## config.mk

```make
export PLATFORM = sky130hd
export DESIGN_NAME = cond_logic
export DESIGN_NICKNAME = d
export VERILOG_FILES = /design/src/rtl/cond_pkg.sv /design/src/rtl/cond_check.sv /design/src/rtl/cond_logic.sv
export SDC_FILE = /design/constraint.sdc
export NUM_CORES = 1
export LEC_CHECK = 0
export CAP_MARGIN = 10
export CORE_MARGIN = 5
export CORE_UTILIZATION = 43
export CTS_CLUSTER_SIZE = 40
export DETAILED_ROUTE_END_ITERATION = 8
export PLACE_DENSITY = 0.75
export SLEW_MARGIN = 25
export SYNTH_ARGS = -nofsm -noshare
export SYNTH_HDL_FRONTEND = slang
export SYNTH_HIERARCHICAL = 1
export SYNTH_SLANG_ARGS = --single-unit
```

## constraint.sdc

```tcl
create_clock -name clk -period 2.3 [get_ports clk]
set_clock_uncertainty 0.05 [all_clocks]
set_input_delay 0.46 -clock clk [delete_from_list [all_inputs] [get_ports clk]]
set_output_delay 0.46 -clock clk [all_outputs]
set_load 0.01 [all_outputs]
```

## src/rtl/cond_pkg.sv

```systemverilog
// Shared definitions for the conditional-execution stage: condition encodings
// and flag bit positions within the {N,Z,C,V} nibble.
package cond_pkg;

    typedef enum logic [3:0] {
        COND_EQ = 4'b0000,
        COND_NE = 4'b0001,
        COND_CS = 4'b0010,
        COND_CC = 4'b0011,
        COND_MI = 4'b0100,
        COND_PL = 4'b0101,
        COND_VS = 4'b0110,
        COND_VC = 4'b0111,
        COND_HI = 4'b1000,
        COND_LS = 4'b1001,
        COND_GE = 4'b1010,
        COND_LT = 4'b1011,
        COND_GT = 4'b1100,
        COND_LE = 4'b1101,
        COND_AL = 4'b1110,
        COND_NV = 4'b1111
    } cond_t;

    localparam int FLAG_N = 3;
    localparam int FLAG_Z = 2;
    localparam int FLAG_C = 1;
    localparam int FLAG_V = 0;

endpackage

```

## src/rtl/cond_check.sv

```systemverilog
// Purely combinational condition evaluator: (Cond, Flags) -> CondEx.
// The 1111 encoding executes unconditionally, like AL.
module cond_check
    import cond_pkg::*;
(
    input  logic [3:0] cond,
    input  logic [3:0] flags,
    output logic       cond_ex
);

    logic n, z, c, v;

    assign n = flags[FLAG_N];
    assign z = flags[FLAG_Z];
    assign c = flags[FLAG_C];
    assign v = flags[FLAG_V];

    always_comb begin
        cond_ex = 1'b1;
        case (cond)
            COND_EQ: cond_ex = z;
            COND_NE: cond_ex = ~z;
            COND_CS: cond_ex = c;
            COND_CC: cond_ex = ~c;
            COND_MI: cond_ex = n;
            COND_PL: cond_ex = ~n;
            COND_VS: cond_ex = v;
            COND_VC: cond_ex = ~v;
            COND_HI: cond_ex = c & ~z;
            COND_LS: cond_ex = ~c | z;
            COND_GE: cond_ex = (n == v);
            COND_LT: cond_ex = (n != v);
            COND_GT: cond_ex = ~z & (n == v);
            COND_LE: cond_ex = z | (n != v);
            default: cond_ex = 1'b1;
        endcase
    end

endmodule

```

## src/rtl/cond_logic.sv

```systemverilog
// Conditional-execution stage: NZCV flag register, condition check, strobe
// gating, and saturating executed/annulled instruction counters.
module cond_logic #(
    parameter int CNT_W = 16
) (
    input  logic             clk,
    input  logic             reset,
    input  logic [3:0]       Cond,
    input  logic [3:0]       ALUFlags,
    input  logic [1:0]       FlagW,
    input  logic             PCS,
    input  logic             Branch,
    input  logic             RegW,
    input  logic             MemW,
    input  logic             BrL,
    input  logic             CntClr,
    output logic             CondEx,
    output logic             PCSrc,
    output logic             RegWrite,
    output logic             MemWrite,
    output logic             LinkWrite,
    output logic [3:0]       Flags,
    output logic [CNT_W-1:0] ExecCnt,
    output logic [CNT_W-1:0] SkipCnt
);
    import cond_pkg::*;

    localparam logic [CNT_W-1:0] CNT_MAX = '1;

    logic [3:0]       flags_q, flags_d;
    logic [CNT_W-1:0] exec_cnt_q, exec_cnt_d;
    logic [CNT_W-1:0] skip_cnt_q, skip_cnt_d;
    logic             cond_ex;

    // Evaluated against the registered flags, so a flag-setting instruction
    // tests the flags that existed before it executes.
    cond_check u_cond_check (
        .cond    (Cond),
        .flags   (flags_q),
        .cond_ex (cond_ex)
    );

    assign CondEx    = cond_ex;
    assign PCSrc     = (PCS | Branch) & cond_ex;
    assign RegWrite  = RegW & cond_ex;
    assign MemWrite  = MemW & cond_ex;
    assign LinkWrite = BrL & cond_ex;
    assign Flags     = flags_q;
    assign ExecCnt   = exec_cnt_q;
    assign SkipCnt   = skip_cnt_q;

    always_comb begin
        flags_d = flags_q;
        if (cond_ex) begin
            if (FlagW[1]) begin
                flags_d[FLAG_N] = ALUFlags[FLAG_N];
                flags_d[FLAG_Z] = ALUFlags[FLAG_Z];
            end
            if (FlagW[0]) begin
                flags_d[FLAG_C] = ALUFlags[FLAG_C];
                flags_d[FLAG_V] = ALUFlags[FLAG_V];
            end
        end
    end

    always_comb begin
        exec_cnt_d = exec_cnt_q;
        skip_cnt_d = skip_cnt_q;
        if (CntClr) begin
            exec_cnt_d = '0;
            skip_cnt_d = '0;
        end else if (cond_ex) begin
            if (exec_cnt_q != CNT_MAX) exec_cnt_d = exec_cnt_q + CNT_W'(1);
        end else begin
            if (skip_cnt_q != CNT_MAX) skip_cnt_d = skip_cnt_q + CNT_W'(1);
        end
    end

    always_ff @(posedge clk) begin
        if (!reset) begin
            flags_q    <= 4'b0000;
            exec_cnt_q <= '0;
            skip_cnt_q <= '0;
        end else begin
            flags_q    <= flags_d;
            exec_cnt_q <= exec_cnt_d;
            skip_cnt_q <= skip_cnt_d;
        end
    end

endmodule
```

==> impl_metrics.sql <==
INSERT INTO impl_metrics (metric_group, metric, value, unit) VALUES
('detailed_routing', 'route.top_layer_used', 'met4', ''),
('synth', 'synth-edff-count', '0', ''),
('synth', 'synthFlopType', 'sky130_fd_sc_hd__dfxtp_1', ''),
('clock_network', 'tritoncts', 'built', ''),
('critical_path', 'critical_path.cell_chain', 'xnor2_1, a22oi_2, xnor2_1, a211o_2, buf_6, buf_6, and2_4, buf_6', ''),
('global_routing', 'first_global_vias', '2078', ''),
('clock_network', 'clock_tree.root_cell', 'sky130_fd_sc_hd__clkbuf_8', ''),
('critical_path', 'worst-r2r-cell-count', '10', ''),
('synth', 'syn_area', '2050', 'sq um'),
('power', 'p_sw', '0.000377', 'W'),
('synth', 'yosys_register_bits', '36', ''),
('timing', 'fin_crit_sh', '1.05', ''),
('timing', 'setup_viol', '20', ''),
('detailed_routing', 'drt_drc_violations_left', '0', ''),
('global_routing', 'grt_pass1_wl', '9.45', 'mm'),
('power', 'leakage', '1.15', 'nW'),
('clock_network', 'cts_max_path_buffers', '2', ''),
('timing', 'post-route-min-period', '2.43', 'ns'),
('timing', 'max_freq', '412', 'MHz'),
('critical_path', 'critPathTopFamily', 'compound AO/OA/AOI/OAI gates', ''),
('critical_path', 'crit_path_start_kind', 'register', ''),
('power', 'power.density_cell_area', '465', 'nW/um^2'),
('synth', 'synth_cells', '241', ''),
('critical_path', 'timing_worst_setup_path_type', 'reg2out', ''),
('cells_and_area', 'nets', '349', ''),
('floorplan', 'die_w', '79.1', 'um'),
('critical_path', 'critPathBufInv', '3', ''),
('floorplan', 'effective_utilization_at_floorplan', '0.438', ''),
('floorplan', 'fp.dieH', '79.1', 'um'),
('critical_path', 'critPathCaptureType', 'primary output', ''),
('cells_and_area', 'drive_above_1_share', '0.330', ''),
('detailed_routing', 'dr.pass1.iters', '4', ''),
('outcome', 'run_status', 'finished with violations', ''),
('timing', 'setup_slack', '-0.125', 'ns'),
('floorplan', 'io_pins', '59', ''),
('cells_and_area', 'final-instance-count-excl-fill', '384', ''),
('detailed_routing', 'wl_per_cell', '15.8', 'um'),
('power', 'total_power', '0.00152', 'W'),
('hold_path', 'worstHoldPathCells', '2', ''),
('detailed_routing', 'drt_iter0_drc', '78', ''),
('power', 'worst_ir_drop_vdd', '0.325', 'mV'),
('synth', 'yosys.cell_types.count', '56', ''),
('hold_path', 'hold_path_class', 'reg2reg', ''),
('outcome', 'violated_checks', 'setup timing', ''),
('detailed_routing', 'dr_total_vias', '2221', ''),
('synth', 'synthesis.nets', '261', ''),
('detailed_routing', 'avgViaCountPerCell', '5.78', ''),
('place', 'dp.final_hpwl', '3.86', 'mm'),
('timing', 'final_max_slew_viol_count', '0', ''),
('detailed_routing', 'met3_length', '316', 'um'),
('place', 'portBuffers', '58', ''),
('power', 'clock_share_of_power', '0.363', ''),
('clock_network', 'cts_htree_levels', '2', ''),
('cells_and_area', 'num_antenna_cells', '0', ''),
('power', 'power_switching_share', '0.248', ''),
('power', 'internal-power', '0.00114', 'W'),
('floorplan', 'std_cell_rows', '25', ''),
('floorplan', 'design.die.area', '6260', 'sq um'),
('detailed_routing', 'met2_wirelength', '3.01', 'mm'),
('clock_network', 'clock_buffers_created_by_tritoncts', '5', ''),
('critical_path', 'max_stage_delay', '0.36', 'ns'),
('job', 'total_of_max_cap_violations', '0', ''),
('global_routing', 'grt_overflow', '0', ''),
('power', 'combPwrFrac', '0.214', ''),
('cells_and_area', 'most_frequent_cells_in_the_layout', 'sky130_fd_sc_hd__clkdlybuf4s50_1 (49), sky130_fd_sc_hd__dfxtp_1 (33), sky130_fd_sc_hd__buf_4 (23), sky130_fd_sc_hd__nand2_1 (22), sky130_fd_sc_hd__o21ai_0 (15)', ''),
('timing', 'slew_headroom', '0.394', ''),
('timing', 'rsz0062_at_grt', 'true', ''),
('place', 'globalplace.congestion', '0.741', ''),
('critical_path', 'critical_path.reg2reg.endpoint', 'SkipCnt[14]', ''),
('clock_network', 'worst_setup_hold_path_clk_slew', '0.07', 'ns'),
('global_routing', 'antenna_found_initial', '0', '');
==> synthesized netlist by cell type, drive strengths merged, types with 2 or more instances <==
cell,number,area [sq um]
o31ai,3,22.5
nand3,13,65.1
nor3b,2,15.0
dfxtp,36,721
and2,6,37.5
nor4,3,40.0
nand2b,4,25.0
o41ai,3,45.1
a21oi,21,105
a31oi,3,18.8
o21a,2,15.0
nand2,23,86.3
or4,6,45.0
xnor2,5,43.8
a21boi,4,30.0
and4,3,26.3
clkbuf,5,38.8
a211oi,2,15.0
or2,2,12.5
nor2b,4,25.0
nand4,13,100
and3b,2,17.5
o311ai,3,33.8
nor2,7,26.3
buf,4,26.3
or3,15,96.3
inv,6,22.5
ha,2,25.0
and3,3,20.0
xor2,3,26.3
o21ai,18,90.1
==> logic make-up (layout without fill, tap and decap cells) <==
logic type / count (synthesis) / after routing / synth area share
xor gates and xnor gates: 8 / 8 / 0.0341
muxes: 1 / 1 / 0.00487
adders and majority gates: 2 / 2 / 0.0122
buffers and inverters: 15 / 104 / 0.0426
DFF: 36 / 36 / 0.351
and+or+nand+nor: 110 / 110 / 0.329
AOI/OAI and AO/OA: 69 / 69 / 0.226
==> sequential cells by signal, summed over array words and instances, names as in the netlist <==
register,cells
ExecCnt,16
SkipCnt,16
Flags,4
==> worst max-delay path by stage <==
stage / slack (ns) / endpoint / depth (start not counted)
5_1_grt: -0.22 / SkipCnt[14] / 10
2_1_floorplan: -0.11 / SkipCnt[10] / 10
4_1_cts: -0.11 / SkipCnt[14] / 10
3_5_place_dp: -0.88 / ExecCnt[13] / 9
6_report: -0.13 / MemWrite / 8
3_3_place_gp: -0.80 / ExecCnt[13] / 9
==> cell type report <==
class | instances | area, sq um
flip-flops and latches | 36 | 729
clock inverters | 2 | 35.0
clock buffers | 6 | 72.6
repair buffers | 90 | 835
multi-input cells | 190 | 1510
inverters | 6 | 22.5
well taps | 54 | 67.6
fillers | 381 | 1420
==> timing repair <==
action,CTS,global route
setup endpoints to repair,36,31
pin swaps,9,23
setup buffers,8,5
gates cloned,0,0
resized for setup,40,63
==> layer usage <==
metal / track usage / vias up
met1: 0.228 / 1063
met4: 0.0430 / 0
met5: 0 / -
li1: - / 1091
met2: 0.322 / 62
met3: 0.0499 / 5
==> power by group through the flow <==
stage / clock network [W] / registers [W] / logic [W]
after global routing: 0.000591 / 0.000645 / 0.000346
after CTS: 0.000559 / 0.000642 / 0.000256
after detailed placement: 0 / 0.000657 / 0.000225
after floorplan: 0 / 0.000660 / 0.000116
after global placement: 0 / 0.000656 / 0.000223
final: 0.000553 / 0.000644 / 0.000325
==> worst reg2reg max path, cell delays in order (launching register included) <==
cell	delay, ns
sky130_fd_sc_hd__dfxtp_4	0.36
sky130_fd_sc_hd__xnor2_1	0.23
sky130_fd_sc_hd__a22oi_2	0.09
sky130_fd_sc_hd__xnor2_1	0.13
sky130_fd_sc_hd__a211o_2	0.34
sky130_fd_sc_hd__buf_6	0.14
sky130_fd_sc_hd__buf_6	0.12
sky130_fd_sc_hd__and4b_2	0.32
sky130_fd_sc_hd__nor4b_4	0.28
sky130_fd_sc_hd__a31o_2	0.20
sky130_fd_sc_hd__a21oi_1	0.05
==> metrics by stage <==
| stage | utilization | setup slack (ns) | setup TNS (ns) | area [sq um] | hold slack, ns |
|---|---|---|---|---|---|
| 6_report | 0.697 | -0.125 | -1.40 | 3270 | 0.467 |
| 5_1_grt | 0.697 | -0.218 | -3.40 | 3270 | 0.522 |
| 4_1_cts | 0.633 | -0.114 | -0.710 | 2970 | 0.464 |
| 3_5_place_dp | 0.598 | -0.881 | -27.67 | 2810 | 0.454 |
| 3_3_place_gp | 0.598 | -0.803 | -24.98 | 2810 | 0.448 |
| 2_1_floorplan | - | -0.115 | -0.653 | 2100 | 0.456 |
(Power assumes the default switching activity.)
